$ cat config.mk
export PLATFORM = sky130hd
export DESIGN_NAME = reg_scoreboard_flat
export DESIGN_NICKNAME = d
export VERILOG_FILES = /design/src/rtl/reg_scoreboard_if.sv /design/src/rtl/reg_scoreboard.sv /design/src/flat_wrapper.sv
export SDC_FILE = /design/constraint.sdc
export NUM_CORES = 1
export LEC_CHECK = 0
export BUFFER_PORTS_ARGS = -buffer_cell sky130_fd_sc_hd__buf_4
export CORE_MARGIN = 2
export CORE_UTILIZATION = 63
export DETAILED_ROUTE_END_ITERATION = 12
export HOLD_SLACK_MARGIN = 0.02
export MAX_ROUTING_LAYER = met4
export PLACE_DENSITY = 0.83
export SYNTH_ARGS = -nofsm -noshare
export SYNTH_HDL_FRONTEND = slang
export SYNTH_SLANG_ARGS = --single-unit
$ cat constraint.sdc
create_clock -name clk -period 5.46 [get_ports clk]
set_input_delay 0.546 -clock clk [delete_from_list [all_inputs] [get_ports clk]]
set_output_delay 0.546 -clock clk [all_outputs]
set_load 0.01 [all_outputs]
$ cat src/rtl/reg_scoreboard_if.sv
// Issue/retire handshake bundle between the ID/WB pipeline control and the
// register scoreboard. The pipeline side is the master; the scoreboard is the slave.
interface reg_scoreboard_if;
  logic        issue_valid;
  logic [3:0]  issue_dest;
  logic        issue_wb_en;
  logic        issue_is_load;
  logic [3:0]  src1;
  logic [3:0]  src2;
  logic        two_src;
  logic        freeze;
  logic        flush;
  logic        retire_valid;
  logic        retire_wb_en;
  logic [3:0]  retire_dest;
  logic        hazard;
  logic        issue_accept;
  logic [15:0] busy;
  logic        ovf_err;
  logic        unf_err;

  modport master (
    output issue_valid, issue_dest, issue_wb_en, issue_is_load,
    output src1, src2, two_src, freeze, flush,
    output retire_valid, retire_wb_en, retire_dest,
    input  hazard, issue_accept, busy, ovf_err, unf_err
  );

  modport slave (
    input  issue_valid, issue_dest, issue_wb_en, issue_is_load,
    input  src1, src2, two_src, freeze, flush,
    input  retire_valid, retire_wb_en, retire_dest,
    output hazard, issue_accept, busy, ovf_err, unf_err
  );
endinterface

$ cat src/rtl/reg_scoreboard.sv
// Per-register pending-write scoreboard with EXE load tracking; raises the ID
// stall either on load-use only (forwarding present) or on any pending write.
module reg_scoreboard #(
  parameter int unsigned FWD_EN = 1
) (
  input logic              clk,
  input logic              rst,
  reg_scoreboard_if.slave  sb
);

  logic [1:0]  pend     [16];
  logic [1:0]  pend_nxt [16];
  logic        ld_v;
  logic [3:0]  ld_dest;
  logic        ovf_q;
  logic        unf_q;

  logic        inc_en;
  logic        dec_en;
  logic [15:0] inc_vec;
  logic [15:0] dec_vec;
  logic [15:0] busy_c;
  logic        ovf_set;
  logic        unf_set;
  logic        hazard_c;
  logic        accept_c;

  always_comb begin
    for (int r = 0; r < 16; r++) begin
      busy_c[r] = (pend[r] != 2'd0);
    end
  end

  // Stall decision is purely combinational so a dependent op holds in ID
  // during the very cycle the conflict exists.
  if (FWD_EN != 0) begin : g_fwd
    always_comb begin
      hazard_c = sb.issue_valid & ld_v &
                 ((sb.src1 == ld_dest) | (sb.two_src & (sb.src2 == ld_dest)));
    end
  end else begin : g_nofwd
    always_comb begin
      hazard_c = sb.issue_valid &
                 (busy_c[sb.src1] | (sb.two_src & busy_c[sb.src2]));
    end
  end

  always_comb begin
    accept_c = sb.issue_valid & ~hazard_c & ~sb.freeze & ~sb.flush;
    inc_en   = accept_c & sb.issue_wb_en;
    dec_en   = sb.retire_valid & sb.retire_wb_en & ~sb.freeze;
    inc_vec  = inc_en ? (16'h0001 << sb.issue_dest)  : 16'h0000;
    dec_vec  = dec_en ? (16'h0001 << sb.retire_dest) : 16'h0000;
  end

  // NOTE: every variable in this block gets a default before any branch,
  // otherwise the untaken paths would infer latches.
  always_comb begin
    ovf_set = 1'b0;
    unf_set = 1'b0;
    for (int r = 0; r < 16; r++) begin
      pend_nxt[r] = pend[r];
      case ({inc_vec[r], dec_vec[r]})
        2'b10: begin
          if (pend[r] == 2'd3) ovf_set = 1'b1;
          else                 pend_nxt[r] = pend[r] + 2'd1;
        end
        2'b01: begin
          if (pend[r] == 2'd0) unf_set = 1'b1;
          else                 pend_nxt[r] = pend[r] - 2'd1;
        end
        default: pend_nxt[r] = pend[r];
      endcase
    end
  end

  // NOTE: the count array is only 16x2 flops and must read as empty after
  // reset, so it is cleared explicitly rather than treated as a RAM.
  always_ff @(posedge clk) begin
    if (rst) begin
      for (int r = 0; r < 16; r++) begin
        pend[r] <= 2'd0;
      end
    end else begin
      for (int r = 0; r < 16; r++) begin
        pend[r] <= pend_nxt[r];
      end
    end
  end

  // NOTE: state updates use non-blocking assignments so every flop samples
  // pre-edge values regardless of statement order.
  always_ff @(posedge clk) begin
    if (rst) begin
      ovf_q <= 1'b0;
      unf_q <= 1'b0;
    end else begin
      ovf_q <= ovf_q | ovf_set;
      unf_q <= unf_q | unf_set;
    end
  end

  // The EXE tracker freezes with the pipeline; a stalled or flushed ID slot
  // sends a bubble into EXE, which clears ld_v.
  always_ff @(posedge clk) begin
    if (rst) begin
      ld_v    <= 1'b0;
      ld_dest <= 4'd0;
    end else if (!sb.freeze) begin
      ld_v    <= accept_c & sb.issue_wb_en & sb.issue_is_load;
      ld_dest <= sb.issue_dest;
    end
  end

  assign sb.hazard       = hazard_c;
  assign sb.issue_accept = accept_c;
  assign sb.busy         = busy_c;
  assign sb.ovf_err      = ovf_q;
  assign sb.unf_err      = unf_q;

endmodule

$ cat src/flat_wrapper.sv
// flat-port wrapper written by rule: the top's interface ports become plain ports
module reg_scoreboard_flat 
#(
  parameter int unsigned FWD_EN = 1
)
  (clk, rst, sb_issue_valid, sb_issue_dest, sb_issue_wb_en, sb_issue_is_load, sb_src1, sb_src2, sb_two_src, sb_freeze, sb_flush, sb_retire_valid, sb_retire_wb_en, sb_retire_dest, sb_hazard, sb_issue_accept, sb_busy, sb_ovf_err, sb_unf_err);
  reg_scoreboard_if sb_i ();
  input logic clk;
  input logic rst;
  input wire logic [$bits(sb_i.issue_valid)-1:0] sb_issue_valid;
  input wire logic [$bits(sb_i.issue_dest)-1:0] sb_issue_dest;
  input wire logic [$bits(sb_i.issue_wb_en)-1:0] sb_issue_wb_en;
  input wire logic [$bits(sb_i.issue_is_load)-1:0] sb_issue_is_load;
  input wire logic [$bits(sb_i.src1)-1:0] sb_src1;
  input wire logic [$bits(sb_i.src2)-1:0] sb_src2;
  input wire logic [$bits(sb_i.two_src)-1:0] sb_two_src;
  input wire logic [$bits(sb_i.freeze)-1:0] sb_freeze;
  input wire logic [$bits(sb_i.flush)-1:0] sb_flush;
  input wire logic [$bits(sb_i.retire_valid)-1:0] sb_retire_valid;
  input wire logic [$bits(sb_i.retire_wb_en)-1:0] sb_retire_wb_en;
  input wire logic [$bits(sb_i.retire_dest)-1:0] sb_retire_dest;
  output wire logic [$bits(sb_i.hazard)-1:0] sb_hazard;
  output wire logic [$bits(sb_i.issue_accept)-1:0] sb_issue_accept;
  output wire logic [$bits(sb_i.busy)-1:0] sb_busy;
  output wire logic [$bits(sb_i.ovf_err)-1:0] sb_ovf_err;
  output wire logic [$bits(sb_i.unf_err)-1:0] sb_unf_err;
  assign sb_i.issue_valid = sb_issue_valid;
  assign sb_i.issue_dest = sb_issue_dest;
  assign sb_i.issue_wb_en = sb_issue_wb_en;
  assign sb_i.issue_is_load = sb_issue_is_load;
  assign sb_i.src1 = sb_src1;
  assign sb_i.src2 = sb_src2;
  assign sb_i.two_src = sb_two_src;
  assign sb_i.freeze = sb_freeze;
  assign sb_i.flush = sb_flush;
  assign sb_i.retire_valid = sb_retire_valid;
  assign sb_i.retire_wb_en = sb_retire_wb_en;
  assign sb_i.retire_dest = sb_retire_dest;
  assign sb_hazard = sb_i.hazard;
  assign sb_issue_accept = sb_i.issue_accept;
  assign sb_busy = sb_i.busy;
  assign sb_ovf_err = sb_i.ovf_err;
  assign sb_unf_err = sb_i.unf_err;
  reg_scoreboard #(.FWD_EN(FWD_EN)) u_core (.clk(clk), .rst(rst), .sb(sb_i));
endmodule
==> flow_summary.json <==
{
  "status": "finished clean",
  "fp.coreArea_um2": 4790,
  "drt_iter0_markers": 184,
  "r2r_setup_slack_ns": 1.68,
  "synth_edf_count": 0,
  "crit_arrival_ns": 3.93,
  "grt_pass1_vias": 2764,
  "finalHoldViolations": 0,
  "drtAntennaViolNets": 0,
  "period_needed_ns": 3.78,
  "cts_resized": 0,
  "synth_commonest_cells": "nor2_1 (94), nand2_1 (41), dfxtp_1 (39)",
  "slew_headroom_pct": 22.4,
  "ys_seq_area_share_pct": 24.5,
  "netlist_instances": 453,
  "first_pass_iters": 5,
  "r2r_start": "u_core.ld_dest[2]",
  "min_path_cells": 3,
  "die_area_um2": 5640,
  "die_y_um": 75.1,
  "rows": 25,
  "cts_tree": "done",
  "leakagePower_uw": 0.00145,
  "insertedDiodeCount": 0,
  "worst_hold_slack_ns": 0.484,
  "cp_cell_sequence": "xor2_1 -> nor4_4 -> nor4bb_1 -> nor3b_1 -> nand3_1 -> ha_1 -> nor2b_1 -> a2111oi_0 -> o2111ai_1 -> nor2_1 -> a31oi_1",
  "worst_ep_required_time_ns": 5.62,
  "dp_hpwl_um": 5940,
  "cts_hold_buffers": 0,
  "synth_seq_cells": 39,
  "remaining_drc_errors": 0,
  "critPathMaxFanout": 9,
  "worstReg2RegEnd": "u_core.sb.unf_err",
  "post-route-period-util_pct": 69.2,
  "io_pins": 46,
  "routed_wl_um": 7690,
  "grt.total_usage_pct": 29.3,
  "portBuffers": 45,
  "clock_latency_ns": 0.30,
  "nNetsFinal": 549,
  "syn_to_final_growth_pct": 14.3,
  "crit_path_start": "u_core.ld_dest[2]",
  "ir_drop_mv": 0.142,
  "cp-end-kind": "register",
  "synth_top_cells_by_area": "dfxtp_1 (25%), nor2_1 (11%), ha_1 (11%)",
  "max_freq_mhz": 265,
  "start_util_pct": 66.6,
  "synth_most_common_cell": "nor2_1",
  "clock-skew-final_ns": 0.00675,
  "synth_top_area_share_pct": 24.5,
  "syn_area_um2": 3190,
  "cts_sinks": 39,
  "critical_path_buf_inv_count": 0,
  "drive_gt1_share_pct": 14.8,
  "clk_pin_slew_ns": 0.08,
  "wl_per_cell_um": 13.7,
  "post_synth_num_cell_types": 48,
  "setup_viol": 0,
  "ys.flop_type": "dfxtp_1",
  "cap_violations": 0,
  "grt_max_degree": 43,
  "worst_hold_path.endpoint": "u_core.ld_v",
  "reg2reg_depth": 11,
  "final_util_pct": 76.1,
  "die_w_um": 75.1,
  "synth_fp_nets": 507,
  "synth_top_area_cell": "dfxtp_1",
  "grt-ovfl-total": 0,
  "worstMarginPinSlew_ns": 1.15,
  "yosysWarnings": 0,
  "p_per_area_nw_per_um2": 150,
  "grt_pass1_wl_um": 12400,
  "syn_area_per_cell_um2": 7.03,
  "worstHoldStart": "sb_issue_is_load",
  "h-tree-depth": 2,
  "async_reset_ff_share_pct": 0,
  "postCtsSetupBuffers": 0,
  "drv_slew": 0,
  "cp_top_family": "simple AND/OR/NAND/NOR gates",
  "finalSetupTns_ns": 0,
  "ctsRootBufferMaster": "clkbuf_8",
  "min_path_type": "input port to register",
  "antenna_found_initial": 0,
  "fin_area_um2": 3640,
  "cts_max_path_buffers": 2,
  "rsz0062_at_grt": "false",
  "viasPerCell": 5.80,
  "dpl_cell_area_um2": 3570,
  "worst_slack_ns": 1.68,
  "path_class": "register to register",
  "pre_cts_slack_ns": 1.56,
  "globalplace.congestion": 0.944,
  "crit_slowest_cell": "nor4bb_1",
  "startpoint_type": "register",
  "slowest_delay_ns": 0.97,
  "vias": 3255,
  "cts_buffers": 5
}
[power by group]
group	internal [uW]	switching (uW)	leakage, uW
combinational	30.0	37.3	0.00110
sequential	288	4.52	0.000315
clock	85.3	101	0.0000371
[cell usage in the layout (no fill, tap or decap), types with 2 or more instances in the layout]
master / instances
nor4_1: 2
mux2i_1: 7
a21oi_1: 30
nor2b_1: 6
nor3b_1: 3
a22oi_1: 3
ha_1: 28
buf_4: 45
o22ai_1: 4
nand3b_1: 2
o2111ai_1: 2
dfxtp_1: 39
nand2_1: 41
a21o_1: 2
nor2_1: 94
nand3_1: 25
a31oi_1: 4
clkbuf_8: 5
a2111oi_0: 11
inv_1: 35
nor3_2: 2
o2bb2ai_1: 6
xnor2_1: 4
nand2b_1: 22
nor3_1: 13
nand4_1: 5
xor2_1: 4
or3_1: 2
a311oi_1: 4
or2_2: 15
o21ai_0: 11
[worst max-delay path by stage]
| stage | endpoint | slack, ns | cells after the start |
|---|---|---|---|
| after floorplan | u_core.sb.unf_err | 2.55 | 12 |
| after global placement | u_core.sb.unf_err | 1.88 | 13 |
| after detailed placement | u_core.sb.unf_err | 1.56 | 13 |
| after CTS | u_core.sb.unf_err | 1.78 | 11 |
| after global routing | u_core.sb.unf_err | 1.41 | 11 |
| final | u_core.sb.unf_err | 1.68 | 11 |
[worst register-to-register path, stage by stage, from the launching register on]
cell,delay [ns]
dfxtp_1,0.40
xor2_1,0.25
nor4_4,0.10
nor4bb_1,0.97
nor3b_1,0.56
nand3_1,0.17
ha_1,0.23
nor2b_1,0.15
a2111oi_0,0.40
o2111ai_1,0.16
nor2_1,0.13
a31oi_1,0.12
[area by class of cell]
cell class / instances / area, um2
fillers: 393 / 1150
repair buffers: 45 / 338
well taps: 67 / 83.8
inverters: 35 / 131
multi-input cells: 369 / 2230
flip-flops and latches: 39 / 781
clock buffers: 6 / 72.6
[metal layers]
layer / routed length, um / part of all wire (%) / global-route usage (%) / up-vias
li1: - / - / - / 1654
met5: 0 / 0 / - / -
met4: 158 / 2.1 / 9.52 / 0
met2: 3520 / 46 / 46.1 / 108
met3: 437 / 5.7 / 4.82 / 16
met1: 3570 / 46 / 38.3 / 1477
[through the flow]
stage,total power [uW],instances
after floorplan,337,453
after global placement,363,555
after detailed placement,365,555
after CTS,545,561
after global routing,563,561
final,546,561
[cells by family (layout without fill, tap and decap cells)]
group                    after synthesis  in the layout  share of synthesized area, %
AND/OR/NAND/NOR                      245            245                          38.1
AO/OA/AOI/OAI                         81             81                          16.6
buffers and inverters                 45             86                          5.38
flip-flops                            39             39                          24.5
adder cells (fa/ha/maj)               28             28                          11.0
XOR/XNOR                               8              8                          2.20
multiplexers                           7              7                          2.20
[registers in the layout (all words and copies together) (netlist names)]
signal	flops
u_core.pend	32
u_core.ld_dest	4
u_core.ld_v	1
u_core.sb.ovf_err	1
u_core.sb.unf_err	1
Power figures use the tool's default switching activity.
